File: src/rtl/mlp_sample_feeder_pkg.sv
// Shared definitions for the MLP sample feeder: controller state encoding and
// default geometry constants that the MLP top also uses.
package mlp_sample_feeder_pkg;

  typedef enum logic [1:0] {
    LOAD = 2'd0,
    RUN  = 2'd1,
    OUT  = 2'd2
  } state_t;

  localparam int MLP_N          = 8;
  localparam int MLP_NUM_INPUTS = 62;
  localparam int MLP_LABEL_W    = 4;

endpackage

File: src/rtl/mlp_sample_feeder_input_packer.sv
// Packs a stream of N-bit values into one wide register, lowest index first;
// o_full strobes combinationally on the write that completes the sample.
module mlp_input_packer
  import mlp_sample_feeder_pkg::*;
#(
  parameter int N          = MLP_N,
  parameter int NUM_INPUTS = MLP_NUM_INPUTS,
  parameter int IDX_W      = 6
) (
  input  logic                  clk,
  input  logic                  rst,
  input  logic                  i_wr,
  input  logic [N-1:0]          i_dat,
  output logic [NUM_INPUTS*N-1:0] o_data,
  output logic                  o_full
);

  logic [IDX_W-1:0]          r_idx;
  logic [NUM_INPUTS*N-1:0]   r_data;
  logic                      w_last;

  assign w_last = (r_idx == IDX_W'(NUM_INPUTS - 1));
  assign o_full = i_wr & w_last;
  assign o_data = r_data;

  always_ff @(posedge clk) begin
    if (rst) begin
      r_idx  <= '0;
      r_data <= '0;
    end else if (i_wr) begin
      r_idx <= w_last ? '0 : r_idx + 1'b1;
      for (int k = 0; k < NUM_INPUTS; k++) begin
        if (r_idx == IDX_W'(k)) r_data[k*N +: N] <= i_dat;
      end
    end
  end

endmodule

File: src/rtl/mlp_sample_feeder.sv
// Loads one sample into the MLP data bus, runs the MLP and returns its label.
// Optional watchdog on the RUN phase: define MLP_FEEDER_TIMEOUT_EN.
module mlp_sample_feeder
  import mlp_sample_feeder_pkg::*;
#(
  parameter int N                = MLP_N,
  parameter int NUM_INPUTS       = MLP_NUM_INPUTS,
  parameter int CLOG2_NUM_INPUTS = 6,
  parameter int LABEL_W          = MLP_LABEL_W,
  parameter int TIMEOUT_CYCLES   = 4096
) (
  input  logic                    clk,
  input  logic                    rst,
  input  logic                    clk_en,
  input  logic [N-1:0]            in_data,
  input  logic                    in_valid,
  output logic                    in_ready,
  output logic [NUM_INPUTS*N-1:0] mlp_data,
  output logic                    mlp_rst,
  input  logic                    mlp_ready,
  input  logic [LABEL_W-1:0]      mlp_label,
  output logic [LABEL_W-1:0]      label,
  output logic                    label_valid,
  input  logic                    label_ready,
  output logic                    error,
  output logic [15:0]             sample_count
);

  state_t               r_state;
  state_t               w_state_nxt;
  logic                 w_wr;
  logic                 w_full;
  logic                 w_hit;
  logic                 w_timeout;
  logic                 r_run_first;
  logic                 r_mlp_rst;
  logic [LABEL_W-1:0]   r_label;
  logic                 r_label_valid;
  logic [15:0]          r_sample_count;

  mlp_input_packer #(
    .N          (N),
    .NUM_INPUTS (NUM_INPUTS),
    .IDX_W      (CLOG2_NUM_INPUTS)
  ) u_packer (
    .clk    (clk),
    .rst    (rst),
    .i_wr   (w_wr),
    .i_dat  (in_data),
    .o_data (mlp_data),
    .o_full (w_full)
  );

  // The MLP is released in the first RUN cycle, so a ready seen then is stale.
  assign w_hit = (r_state == RUN) & ~r_run_first & mlp_ready;

`ifdef MLP_FEEDER_TIMEOUT_EN
  localparam int TO_W = (TIMEOUT_CYCLES > 2) ? $clog2(TIMEOUT_CYCLES) : 1;
  logic [TO_W-1:0] r_to_cnt;
  logic            r_error;

  always_ff @(posedge clk) begin
    if (rst) begin
      r_to_cnt <= '0;
    end else if (clk_en) begin
      r_to_cnt <= (r_state == RUN) ? r_to_cnt + 1'b1 : '0;
    end
  end

  assign w_timeout = (r_state == RUN) & ~w_hit & (r_to_cnt == TO_W'(TIMEOUT_CYCLES - 1));

  always_ff @(posedge clk) begin
    if (rst) begin
      r_error <= 1'b0;
    end else if (clk_en) begin
      if (w_hit)          r_error <= 1'b0;
      else if (w_timeout) r_error <= 1'b1;
    end
  end

  assign error = r_error;
`else
  assign w_timeout = 1'b0;
  assign error     = 1'b0;
`endif

  always_ff @(posedge clk) begin
    if (rst)         r_state <= LOAD;
    else if (clk_en) r_state <= w_state_nxt;
  end

  always_comb begin
    w_state_nxt = r_state;
    case (r_state)
      LOAD:    if (w_full) w_state_nxt = RUN;
      RUN:     if (w_hit | w_timeout) w_state_nxt = OUT;
      OUT:     if (r_label_valid & label_ready) w_state_nxt = LOAD;
      default: w_state_nxt = LOAD;
    endcase
  end

  always_comb begin
    in_ready = (r_state == LOAD) & clk_en;
    w_wr     = in_valid & in_ready;
  end

  always_ff @(posedge clk) begin
    if (rst) begin
      r_run_first    <= 1'b0;
      r_mlp_rst      <= 1'b1;
      r_label        <= '0;
      r_label_valid  <= 1'b0;
      r_sample_count <= '0;
    end else if (clk_en) begin
      r_run_first <= (r_state != RUN);
      r_mlp_rst   <= (w_state_nxt != RUN);
      if (w_hit) begin
        r_label        <= mlp_label;
        r_label_valid  <= 1'b1;
        r_sample_count <= r_sample_count + 16'd1;
      end else if (w_timeout) begin
        r_label        <= '1;
        r_label_valid  <= 1'b1;
        r_sample_count <= r_sample_count + 16'd1;
      end else if ((r_state == OUT) & r_label_valid & label_ready) begin
        r_label_valid <= 1'b0;
      end
    end
  end

  assign mlp_rst      = r_mlp_rst;
  assign label        = r_label;
  assign label_valid  = r_label_valid;
  assign sample_count = r_sample_count;

endmodule

File: config.mk
export PLATFORM = sky130hd
export DESIGN_NAME = mlp_sample_feeder
export DESIGN_NICKNAME = d
export VERILOG_FILES = /design/src/rtl/mlp_sample_feeder_pkg.sv /design/src/rtl/mlp_sample_feeder_input_packer.sv /design/src/rtl/mlp_sample_feeder.sv
export SDC_FILE = /design/constraint.sdc
export NUM_CORES = 1
export LEC_CHECK = 0
export ABC_AREA = 0
export CORE_AREA = 2 2 210 212
export CTS_CLUSTER_SIZE = 12
export DETAILED_ROUTE_END_ITERATION = 8
export DIE_AREA = 0 0 212 214
export PLACE_DENSITY_LB_ADDON = 0.2
export SYNTH_ARGS = -nofsm -noshare
export SYNTH_HDL_FRONTEND = slang
export SYNTH_SLANG_ARGS = --single-unit
export TNS_END_PERCENT = 1
File: constraint.sdc
create_clock -name clk -period 4.7 [get_ports clk]
set_input_delay 0.94 -clock clk [delete_from_list [all_inputs] [get_ports clk]]
set_output_delay 0.94 -clock clk [all_outputs]
set_load 0.01 [all_outputs]
Word level (Yosys, flattened, before mapping). Index checks and enable logic that the tools add are counted.

Add/subtract/negate cells: 2. Reduce and logical (&&, ||, !) cells: 67. Bitwise logic cells: 9. Mux-type cells: 7. Equality and inequality tests: 65.

Operators with widths (count): $eq A6 B6 Y1 const B (30); $reduce_and A2 Y1 (64); $eq A6 B5 Y1 const B (16); $eq A6 B4 Y1 const B (8); $eq A6 B3 Y1 const B (4); $add A16 B1 Y16 const B (1); $eq A6 B2 Y1 const B (2); $and A1 B1 Y1 (8); $add A6 B1 Y6 const B (1); $eq A6 B1 Y1 const B (1); $logic_not A6 Y1 (1); $mux W2 (3); $mux W6 (1); $pmux W2 S3 (1); $ne A2 B1 Y1 const B (2); $eq A2 B1 Y1 const B (1); $eq A2 B2 Y1 const B (1); $logic_not A2 Y1 (1); $mux W1 (2); $reduce_bool A2 Y1 (1); $not A1 Y1 (1).

Flip-flop bits (word level): 527. Output and inout bits: 520.

Depth between registers and ports, before layout.
Word-level depth: 7. Gate-level depth with buffers: 8.

Cells and area by module. From an unflattened synthesis, not the netlist that was laid out.

Cell total of the unflattened synthesis: 1879. Area, all modules: 20838.7 µm².

Modules (own cells, without submodules): mlp_input_packer (instances 1, cells each 1744, seq. area each 10049.6 µm², area each 19710.2 µm²); mlp_sample_feeder (instances 1, cells each 135, seq. area each 500.5 µm², area each 1128.6 µm²).

Least setup slack after synthesis. Ideal clock, no wire load.

Kind: input port to flip-flop. Start: input in_valid. End: register u_packer.r_data[264] (netlist: u_packer.o_data[264]). Buffers on the path: 2. Slack: 2.203 ns. Stages on the path: 6. Arrival: 2.369 ns. Data required time: 4.572 ns. Cells stage by stage: or4b_4 > buf_6 > buf_12 > nor3_4 > mux2i_1 > nor2_1.

Word-level cells in the longest chain between the ends: 2.

RTL lines: start: declaration (RTL line mlp_sample_feeder.sv:16) `input logic in_valid,`; $and A1 B1 Y1 (RTL line mlp_sample_feeder.sv:104) `w_wr = in_valid & in_ready;`; $reduce_and A2 Y1 (no line); end signal: indexed assignment (RTL line mlp_sample_feeder_input_packer.sv:33) `if (r_idx == IDX_W'(k)) r_data[k*N +: N] <= i_dat;`; end: declaration (RTL line mlp_sample_feeder_input_packer.sv:19) `logic [NUM_INPUTS*N-1:0] r_data;`.

No other way between the ends. A chain may end at the register's enable or synchronous reset.

Final worst setup path.
Start: input clk_en. End: output in_ready.

Word-level cells in the longest chain between the ends: 1.

RTL lines: start: declaration (RTL line mlp_sample_feeder.sv:14) `input logic clk_en,`; $and A1 B1 Y1 (RTL line mlp_sample_feeder.sv:103) `in_ready = (r_state == LOAD) & clk_en;`; end: declaration (RTL line mlp_sample_feeder.sv:17) `output logic in_ready,`.

No other way between the ends.

==> results.toml <==
[setup_path]
crit_fanout = 13
slowest_delay_ps = 840
worstPathArrival_ps = 2670
critical_path_class = "in2out"
cp_top_family = "buffers and inverters"
cp.required_ps = 3760
r2r_end = "u_packer.o_data[177]$_SDFFE_PP0P_"
r2r_cells = 4
r2r_slack_ps = 2020
timing.rr.start = "u_packer.r_idx[4]$_SDFFE_PP0N_"
critical_path.slowest_cell = "clkdlybuf4s50_1"
cpMostUsedCell = "clkdlybuf4s50_1"
crit_path_cell_trace = "clkdlybuf4s50_1, nand2b_1, nor2_1, clkdlybuf4s50_1"
worstSetupStartpointType = "primary input"
endpoint_kind = "output pin"
path_buf_inv = 2

[logic_synthesis]
seq_area_frac_synth_pct = 53.8
yosysWarnings = 0
synth-main-ff-cell = "dfxtp_1"
synth-edff-count = 0
synthTopCellsByCount = "dfxtp_1, nor2_1, mux2i_1"
synth_area_um2 = 19600
synth_most_common_cell = "dfxtp_1"
ys_types = 50
synth_nets = 1926
synth_top_cell_area_share_pct = 53.8
synth_top_area_cell = "dfxtp_1"
synth.area.top_cells = "dfxtp_1, mux2i_1, nor2_1"
syn_inst = 1903
async_reset_ff_share_pct = 0
syn_avg_cell_area_um2 = 10.3
ys_ff_latch = 527

[die]
io_pins = 538
dieArea_um2 = 45400
dieHeight_um = 214
core_um2 = 42900
dieWidth_um = 212
initial_utilization_pct = 45.7
rows = 76

[power]
ir_worst_vdd_uv = 289
pwr_density_cell_nw_per_um2 = 329
leakage_uw = 0.0112
total_power_uw = 8920

[final_layout]
drive_gt1_share_pct = 6.59
nNetsFinal = 2404
area_growth_pct = 38.1
fin_area_um2 = 27100

[clock_tree]
cts_resized = 0
cts_max_path_buffers = 3
worstSkewPairLatency_ps = 610
cts_inserted_buffers = 54
ctsHoldBuffers = 0
clock-sinks = 527
post_cts_buffers = 0
htree_levels = 2
clk_pin_slew_worst_paths_ps = 60
cts-root-buf = "clkbuf_16"
cts_tree = "built"

[placed_design]
placed_area_um2 = 25400
preCtsSetupSlack_ps = 790
hpwl_um = 43200
io_buffers = 536
place.gp.congestion = 0.819

[grt]
grt_pass1_wl_um = 96200
grt_overflow = 0
antenna_found_initial = 0
grt_pass1_vias = 15377
grt_max_degree = 152
grtUsageTotal_pct = 27.7

[timing]
setup_ws_ps = 1090
slew_viol_final = 0
rsz0062_at_grt = "false"
tns_ps = 0
fmax_mhz = 277
tightestPinTransition_ps = 1170
fin_crit_sh_pct = 76.8
worst_clock_skew_ps = 25.8
slew_headroom_pct = 22.1
hold_violations = 0
setup_violations = 0
final.min_clock_period_ps = 3610

[drt]
via_per_inst = 5.15
num_vias = 15445
drc_errors = 0
ant_nets = 0
drt_wl_total_um = 64200
wl_per_cell_um = 21.4
dr.first_iter.drc_count = 1119
dr.pass1.iters = 6

[min_path]
min_to = "u_packer.o_data[127]$_SDFFE_PP0P_"
worstHoldStart = "u_packer.o_data[127]$_SDFFE_PP0P_"
hp-class = "reg2reg"
hold_depth = 2

[run]
cap_violations = 0

[status]
run_status = "finished clean"
## final cells by class
| type | instances | area [um2] |
|---|---|---|
| fill | 3507 | 15800 |
| inverter | 5 | 18.8 |
| tap | 585 | 732 |
| sequential | 527 | 10600 |
| clock buffer | 79 | 1540 |
| antenna | 1 | 2.50 |
| multi-input combinational | 1223 | 8480 |
| clock inverter | 10 | 148 |
| timing repair buffer | 570 | 5620 |
## state kept, by name, summed over array words and instances, names as in the netlist
register / flops
label: 4
label_valid: 1
mlp_rst: 1
r_run_first: 1
r_state: 2
sample_count: 16
u_packer.o_data: 496
u_packer.r_idx: 6
## layer usage
layer	GRT usage [%]	share of wire (%)
met1	33.4	41
met2	45.5	47
met3	8.62	8.0
met4	11.8	4.0
met5	0	0
## metrics by stage
stage	cells	hold WS (ps)	utilization [%]
floorplan	1903	469	-
global placement	2910	439	59.2
detailed placement	2910	446	59.2
CTS	2999	458	63.2
global route	2999	479	63.2
finish	3000	452	63.2
## cells in the final DEF, fill, tap and decap left out, types with 3 or more instances in the layout
master             n
a21o_1             3
a21oi_1           26
and3_1             5
and3b_1            9
buf_12             3
buf_2              8
buf_4             31
bufinv_16          3
clkbuf_1          16
clkbuf_16         54
clkbuf_8           9
clkdlybuf4s50_1  527
clkinv_2           3
dfxtp_1          527
ha_1               5
inv_1              5
mux2i_1          492
nand2_1           25
nand2b_1           3
nand3_1           38
nand3b_1           9
nand4_1           10
nor2_1           509
nor3_1             3
nor3_2            13
nor3_4            13
nor3b_1            4
o21ai_0            6
o31ai_1            3
or3_1              4
or3b_2             4
or4_1              4
xor2_1             6
## where the power goes
part           switching [uW]  internal [uW]  total (uW)
combinational             218           58.7         277
clock                    1760           2410        4170
sequential               4.80           4470        4480
total                    1980           6940        8920
## tightest hold or removal path: cells and delay by family, from the launching register on
family | cells | cell delay [ps]
DFF | 1 | 310
AOI/OAI and AO/OA | 1 | 50
and+or+nand+nor | 1 | 50
## worst max path at each step
stage | start | end | slack, ps | cells past startpoint
after floorplan | in_valid | u_packer.o_data[264]$_SDFFE_PP0P_ | 2200 | 6
after global placement | clk_en | u_packer.o_data[450]$_SDFFE_PP0P_ | 890 | 5
after detailed placement | clk_en | u_packer.o_data[410]$_SDFFE_PP0P_ | 790 | 5
after CTS | clk_en | in_ready | 1060 | 4
after global routing | clk_en | in_ready | 970 | 4
final | clk_en | in_ready | 1090 | 4
## kinds of logic (layout without fill, tap and decap cells)
group           after synthesis  count (layout)  share of synthesized area, %
compound gates               40              40                          1.12
xor+xnor                      8               8                         0.357
buf+inv                     153             664                          3.20
other cells                   1               2                        0.0191
flops                       527             527                          53.8
simple gates                676             676                          16.0
mux                         493             493                          25.2
fa+ha+maj                     5               5                         0.319
No activity file was read; power rests on OpenSTA's default activity.
